$ cat src/rtl/multicycle_controller.sv
// Moore control FSM for a multi-cycle RV32I datapath (lw, sw, R-type, I-type ALU, beq, jal).
// Define MC_PERF_EN to build the retired-instruction counter on instret; otherwise instret is tied to 0.
module multicycle_controller #(
   parameter int CNT_W = 32
) (
   input  logic             clk,
   input  logic             reset,
   input  logic [6:0]       op,
   input  logic [2:0]       funct3,
   input  logic             funct7b5,
   input  logic             Zero,
   output logic             PCWrite,
   output logic             AdrSrc,
   output logic             MemWrite,
   output logic             IRWrite,
   output logic [1:0]       ResultSrc,
   output logic [1:0]       ALUSrcA,
   output logic [1:0]       ALUSrcB,
   output logic [1:0]       ImmSrc,
   output logic [2:0]       ALUControl,
   output logic             RegWrite,
   output logic             illegal,
   output logic [CNT_W-1:0] instret
);

   // state    | meaning
   // FETCH    | read instruction at PC, PC <= PC+4
   // DECODE   | read registers, precompute branch target
   // MEMADR   | rs1 + imm for lw/sw
   // MEMREAD  | data read at ALUOut
   // MEMWB    | load data to rd
   // MEMWRITE | store rs2 at ALUOut
   // EXECR    | R-type ALU op
   // EXECI    | I-type ALU op
   // ALUWB    | ALUOut to rd
   // BEQ      | compare rs1/rs2, take branch on Zero
   // JAL      | PC <= target, ALUOut <= OldPC+4
   // TRAP     | unsupported opcode, held until reset
   typedef enum logic [3:0] {
      FETCH, DECODE, MEMADR, MEMREAD, MEMWB, MEMWRITE,
      EXECR, EXECI, ALUWB, BEQ, JAL, TRAP
   } state_t;

   typedef struct packed {
      logic       pcUpdate;
      logic       branch;
      logic       adrSrc;
      logic       memWrite;
      logic       irWrite;
      logic       regWrite;
      logic       illegal;
      logic [1:0] resultSrc;
      logic [1:0] aluSrcA;
      logic [1:0] aluSrcB;
      logic [1:0] aluOp;
   } ctrl_t;

   localparam logic [6:0] OP_LW  = 7'b0000011;
   localparam logic [6:0] OP_SW  = 7'b0100011;
   localparam logic [6:0] OP_R   = 7'b0110011;
   localparam logic [6:0] OP_I   = 7'b0010011;
   localparam logic [6:0] OP_BEQ = 7'b1100011;
   localparam logic [6:0] OP_JAL = 7'b1101111;

   state_t state;
   ctrl_t  ctrl;

   function automatic state_t nextOf(input state_t s, input logic [6:0] o);
      state_t n;
      n = s;
      case (s)
         FETCH:    n = DECODE;
         DECODE: begin
            case (o)
               OP_LW, OP_SW: n = MEMADR;
               OP_R:         n = EXECR;
               OP_I:         n = EXECI;
               OP_BEQ:       n = BEQ;
               OP_JAL:       n = JAL;
               default:      n = TRAP;
            endcase
         end
         MEMADR:   n = (o == OP_SW) ? MEMWRITE : MEMREAD;
         MEMREAD:  n = MEMWB;
         EXECR, EXECI, JAL:          n = ALUWB;
         MEMWB, MEMWRITE, ALUWB, BEQ: n = FETCH;
         TRAP:     n = TRAP;
         default:  n = FETCH;
      endcase
      return n;
   endfunction

   function automatic ctrl_t ctrlOf(input state_t s);
      ctrl_t c;
      c = '0;
      case (s)
         FETCH: begin
            c.irWrite   = 1'b1;
            c.pcUpdate  = 1'b1;
            c.aluSrcB   = 2'b10;
            c.resultSrc = 2'b10;
         end
         DECODE: begin
            c.aluSrcA = 2'b01;
            c.aluSrcB = 2'b01;
         end
         MEMADR: begin
            c.aluSrcA = 2'b10;
            c.aluSrcB = 2'b01;
         end
         MEMREAD:  c.adrSrc = 1'b1;
         MEMWB: begin
            c.resultSrc = 2'b01;
            c.regWrite  = 1'b1;
         end
         MEMWRITE: begin
            c.adrSrc   = 1'b1;
            c.memWrite = 1'b1;
         end
         EXECR: begin
            c.aluSrcA = 2'b10;
            c.aluOp   = 2'b10;
         end
         EXECI: begin
            c.aluSrcA = 2'b10;
            c.aluSrcB = 2'b01;
            c.aluOp   = 2'b10;
         end
         ALUWB:    c.regWrite = 1'b1;
         BEQ: begin
            c.aluSrcA = 2'b10;
            c.aluOp   = 2'b01;
            c.branch  = 1'b1;
         end
         JAL: begin
            c.aluSrcA  = 2'b01;
            c.aluSrcB  = 2'b10;
            c.pcUpdate = 1'b1;
         end
         TRAP:     c.illegal = 1'b1;
         default:  c = '0;
      endcase
      return c;
   endfunction

   // Control word is registered alongside the state so each output is a clean flop output.
   always_ff @(posedge clk or negedge reset) begin
      if (!reset) begin
         state <= FETCH;
         ctrl  <= ctrlOf(FETCH);
      end else begin
         state <= nextOf(state, op);
         ctrl  <= ctrlOf(nextOf(state, op));
      end
   end

   // Reset parks the control word at FETCH, so its write enables are masked while reset is low.
   assign PCWrite   = reset & (ctrl.pcUpdate | (ctrl.branch & Zero));
   assign IRWrite   = reset & ctrl.irWrite;
   assign MemWrite  = reset & ctrl.memWrite;
   assign RegWrite  = reset & ctrl.regWrite;
   assign AdrSrc    = ctrl.adrSrc;
   assign ResultSrc = ctrl.resultSrc;
   assign ALUSrcA   = ctrl.aluSrcA;
   assign ALUSrcB   = ctrl.aluSrcB;
   assign illegal   = ctrl.illegal;

   always_comb begin
      ImmSrc = 2'b00;
      case (op)
         OP_SW:   ImmSrc = 2'b01;
         OP_BEQ:  ImmSrc = 2'b10;
         OP_JAL:  ImmSrc = 2'b11;
         default: ImmSrc = 2'b00;
      endcase
   end

   always_comb begin
      ALUControl = 3'b000;
      case (ctrl.aluOp)
         2'b01: ALUControl = 3'b001;
         2'b10: begin
            case (funct3)
               3'b000:  ALUControl = (op[5] & funct7b5) ? 3'b001 : 3'b000;
               3'b010:  ALUControl = 3'b101;
               3'b110:  ALUControl = 3'b011;
               3'b111:  ALUControl = 3'b010;
               default: ALUControl = 3'b000;
            endcase
         end
         default: ALUControl = 3'b000;
      endcase
   end

`ifdef MC_PERF_EN
   logic [CNT_W-1:0] retCnt;

   always_ff @(posedge clk or negedge reset) begin
      if (!reset)
         retCnt <= '0;
      else if (state == MEMWB || state == MEMWRITE || state == ALUWB || state == BEQ)
         retCnt <= retCnt + CNT_W'(1);
   end

   assign instret = retCnt;
`else
   assign instret = '0;
`endif

endmodule

$ cat config.mk
export PLATFORM = sky130hd
export DESIGN_NAME = multicycle_controller
export DESIGN_NICKNAME = d
export VERILOG_FILES = /design/src/rtl/multicycle_controller.sv
export SDC_FILE = /design/constraint.sdc
export NUM_CORES = 1
export LEC_CHECK = 0
export CAP_MARGIN = 25
export CORE_ASPECT_RATIO = 0.75
export CORE_MARGIN = 4
export CORE_UTILIZATION = 35
export DETAILED_ROUTE_END_ITERATION = 7
export GPL_ROUTABILITY_DRIVEN = 0
export PLACE_DENSITY = 0.7
export SLEW_MARGIN = 15
export SYNTH_ARGS = -nofsm -noshare
export SYNTH_HDL_FRONTEND = slang
export SYNTH_SLANG_ARGS = --single-unit
$ cat constraint.sdc
create_clock -name clk -period 2.12 [get_ports clk]
set_input_delay 0.424 -clock clk [delete_from_list [all_inputs] [get_ports clk]]
set_output_delay 0.424 -clock clk [all_outputs]
set_load 0.05 [all_outputs]
[Yosys cells after proc, flatten, opt, wreduce, memory -nomap -nowiden]
Cells that the tools add are included.
Cells by class
  reductions and logical operators: 12
  muxes and demuxes: 18
  equal/unequal tests: 29
  bitwise gates (word level): 7
Operator list (count)
  4-bit by 3-bit equality test with 1-bit output, second input constant: 6
  4-bit equality test, second input constant: 6
  4-bit case mux with 6 select lines: 1
  4-bit case mux with 5 select lines: 1
  4-bit by 2-bit equality test with 1-bit output, second input constant: 4
  2-bit case mux with 2 select lines: 4
  7-bit by 6-bit equality test with 1-bit output, second input constant: 2
  7-bit equality test, second input constant: 2
  3-bit case mux with 4 select lines: 1
  2-bit OR reduction: 6
  4-bit by 1-bit equality test with 1-bit output, second input constant: 2
  4-bit logical NOT: 2
  1-bit 2-to-1 mux: 8
  7-bit by 2-bit equality test with 1-bit output, second input constant: 1
  7-bit by 5-bit equality test with 1-bit output, second input constant: 1
  1-bit bitwise AND: 6
  3-bit equality test, second input constant: 2
  2-bit case mux with 3 select lines: 1
  3-bit case mux with 2 select lines: 1
  3-bit OR reduction: 2
  4-bit OR reduction: 1
  3-bit by 2-bit equality test with 1-bit output, second input constant: 1
  3-bit logical NOT: 1
  3-bit 2-to-1 mux: 1
  3 further kinds: 3
Word-level totals
  word-level logic and storage cells: 78
  output and inout port bits: 49
  flip-flop bits (word level): 19
  input bits: 14

[Depth between registers and ports, before layout]
  depth after elaboration: 7
  gate-level depth with buffers: 6
  gate-level depth less buffers: 5

[Worst setup path after synthesis]
No wires, ideal clock.
  kind: register -> output
  start point: register ctrl[0] (netlist name)
  end point: output port ALUControl[2]
  stages on the path, launching flop included: 4
  arrival: 2182 ps
  required time: 1696 ps
  path buffers: 0
  slack: -486 ps
  cell sequence: dfrtp_1 inv_1 ha_1 nor4_1
On the way
  word-level cells in the longest chain between the ends: 2
  elaborated cells on any way between the ends: 3
  those cells by class: 2 x eq/ne; 1 x mux
RTL lines
  start, declared: RTL line 66  | ctrl_t ctrl;
  start signal, assigned: RTL line 150  | ctrl <= ctrlOf(FETCH);
  start signal, assigned: RTL line 153  | ctrl <= ctrlOf(nextOf(state, op));
  2-bit equality test or 2-bit by 1-bit equality test with 1-bit output (tied branches): RTL line 180  | case (ctrl.aluOp)
  3-bit case mux with 2 select lines (*): RTL line 180
  end, declared: RTL line 20  | output logic [2:0] ALUControl,
Mark *: on every way between the ends. The rest lies on a longest branch, timed or not.

[Worst setup path in the final report]
  start point: input port op[1]
  end point: output port ImmSrc[1]
On the way
  word-level cells in the longest chain between the ends: 2
  elaborated cells on any way between the ends: 4
  those cells by class: 3 x eq/ne; 1 x mux
RTL lines
  start, declared: RTL line 8  | input logic [6:0] op,
  7-bit equality test or 7-bit by 6-bit equality test with 1-bit output (tied branches): RTL line 170  | case (op)
  2-bit case mux with 3 select lines (*): RTL line 170
  end, declared: RTL line 19  | output logic [1:0] ImmSrc,
Marked as above.

==> summary.md <==
| Metric | Value |
|---|---|
| Crit path launch type | input pin |
| Worst EP arrival | 1.64 ns |
| Asr flop ratio synth | 100% |
| CP max FO | 3 |
| DP Worst Slack | -0.353 ns |
| Commonest non-fill, non-tap cell in the layout | conb_1 |
| Worst-path clk slew | 0.06 ns |
| GR Overflow Total | 0 |
| Vias per cell | 4.45 |
| Worst-margin pin slew | 0.501 ns |
| CTS root buf | clkbuf_8 |
| Final WS setup | 0.0559 ns |
| Clock skew | 0.00175 ns |
| Total CTS buffers | 3 |
| Initial DRC Count | 21 |
| Synthesis Warnings | 0 |
| R2r setup slk | 0.12 ns |
| H-tree Lvls | 1 |
| Crit end category | output pin |
| Initial antenna violation count | 0 |
| Worst skew pair latency | 0.25 ns |
| DR DRC count | 0 |
| Final WL | 2.77 mm |
| R2r worst-path depth | 6 |
| Vias | 975 |
| RSZ-0062 raised after global routing | no |
| CTS Buffer Depth | 2 |
| Vias in the first global route | 1003 |
| Row cnt | 18 |
| Number of hold buffers added after CTS | 0 |
| Core ar. | 3330 µm² |
| Area growth, synth to finish | 40.8% |
| Post-route cell area | 1740 µm² |
| Share of layout cells above drive strength 1 | 28.5% |
| Final period utilization | 97.4% |
| Layout Nets | 196 |
| Number of synthesized flops with an enable pin | 0 |
| Syn avg cell area | 9.15 µm² |
| Die ar. | 4550 µm² |
| Antenna Nets Post-Route | 0 |
| 1st-pass router iterations | 4 |
| Total placed cells including tap cells | 215 |
| Synth cell types | 38 |
| Post-DP Area | 1660 µm² |
| Non-Filler Instances | 219 |
| Initial Utilization | 37.0% |
| Number of synthesized register bits | 17 |
| Port Buffer Count | 30 |
| Max Clock Freq | 0.484 GHz |
| Setup CP Type | in -> out |
| Final setup violation count | 0 |
| Die X-Extent | 76.6 µm |
| First-pass GRT wire length | 4.45 mm |
| IO Count | 63 |
| CTS tree | built |
| Tmin final | 2.06 ns |
| Synth Flop Type | dfrtp_1 |
| # fillers | 298 |
| Leak | 0.803 nW |
| Wire per inst | 12.6 µm |
| Sequential share of the synthesized area | 34.7% |
| Netlist Area Pre-Place | 1230 µm² |
| Commonest non-fill, non-tap cells in the layout | conb_1, buf_4, clkdlybuf4s50_1 |
| Number of diodes | 0 |
| Hpwl dp | 2.22 mm |
| Total of max-cap violations | 0 |
| Power Dens Cells | 1270 nW/µm² |
| Final hold vios | 0 |
| Status | completed |
| Cells after synthesis | 135 |
| Total GRT Usage | 12.4% |
| VDD IR-drop max | 0.515 mV |
| Final core utilization | 52.2% |
| Largest net degree at the start of global routing | 13 |
| Min-Delay Path Class | in -> async |
| Max transition margin | 66.5% |
| CP required | 1.70 ns |
| Max-slew violation count | 0 |
| Die H | 59.4 µm |
| Clock sinks | 17 |
## registers in the layout (all words and copies together) (netlist names)
signal	flops
ResultSrc	1
illegal	1
ALUSrcA	2
ALUSrcB	1
AdrSrc	1
state	4
ctrl	7
## per-stage QoR
stage | TNS (ns) | hold WS, ns | power, mW
floorplan | 0 | 0.128 | 1.54
global placement | -0.988 | 0.634 | 1.89
detailed placement | -1.51 | 0.657 | 1.94
CTS | 0 | 0.658 | 2.19
global route | 0 | 0.674 | 2.32
finish | 0 | 0.649 | 2.20
## critical path, cell delays in order
cell,delay [ns]
clkdlybuf4s50_1,0.51
buf_4,0.12
and4b_1,0.22
and3_1,0.21
buf_12,0.15
## per-layer routing
| layer | vias to the layer above | share of wire [%] | GRT usage, % |
|---|---|---|---|
| met3 | 8 | 5.7 | 3.65 |
| li1 | 477 | - | - |
| met2 | 31 | 51 | 20.8 |
| met4 | 0 | 3.6 | 6.72 |
| met5 | - | 0 | 0 |
| met1 | 459 | 40 | 14.6 |
## cell families (layout without fill, tap and decap cells)
kind of cell / after synthesis / in the layout / share of synthesized area, %
AOI/OAI and AO/OA: 13 / 13 / 9.42
xor gates and xnor gates: 3 / 3 / 2.13
adders and majority gates: 2 / 2 / 2.03
buffers and inverters: 46 / 59 / 26.4
DFF: 17 / 17 / 34.7
muxes: 2 / 2 / 1.82
other: 1 / 32 / 0.304
and+or+nand+nor: 51 / 51 / 23.2
## synthesized netlist by cell type, types with 2 or more instances
cell type	n	area share (%)
a21oi_1	3	1.2
and2_1	3	1.5
and3_1	3	1.5
buf_2	3	1.2
buf_4	38	23
dfrtp_1	15	30
dfstp_2	2	4.3
ha_1	2	2.0
inv_1	3	0.91
mux2_2	2	1.8
nand2_1	8	2.4
nand2b_1	3	1.5
nand3_1	4	1.6
nor2_1	8	2.4
nor3_1	6	2.4
nor3b_1	2	1.2
nor4_1	3	1.5
nor4b_1	2	1.4
o211ai_1	2	1.2
o311a_1	2	1.6
or3_1	3	1.5
xnor2_1	2	1.4
## power breakdown
group          switching, mW  internal, mW  leakage (nW)  total (mW)
registers             0.0898         0.453         0.219       0.542
clock network         0.0991         0.133        0.0228       0.232
logic                  0.859         0.568         0.561        1.43
total                   1.05          1.15         0.803        2.20
## layout make-up
cell class	instances	area, µm²	share of cell area (%)
clock buffer	4	45.0	2.59
inverter	3	11.3	0.647
multi-input combinational	103	639	36.8
sequential	17	428	24.6
tap	40	50.0	2.88
timing repair buffer	52	566	32.5
## timing repair
item / CTS / global route
resized for setup: 7 / 5
setup endpoints to repair: 4 / 4
buffers inserted: 0 / 0
pin swaps: 2 / 4
## path summary, 6_finish.rpt
path / from / to
min reg2reg: state[1]$_DFF_PN0_ / ctrl[10]$_DFF_PN1_
min in group clk: op[3] / ctrl[11]$_DFF_PN0_
min: reset / ctrl[14]$_DFF_PN1_
max in group asynchronous: reset / ctrl[10]$_DFF_PN1_
max: op[1] / ImmSrc[1]
max reg2reg: state[3]$_DFF_PN0_ / ALUSrcA[1]$_DFF_PN0_
Power figures use the tool's default switching activity.
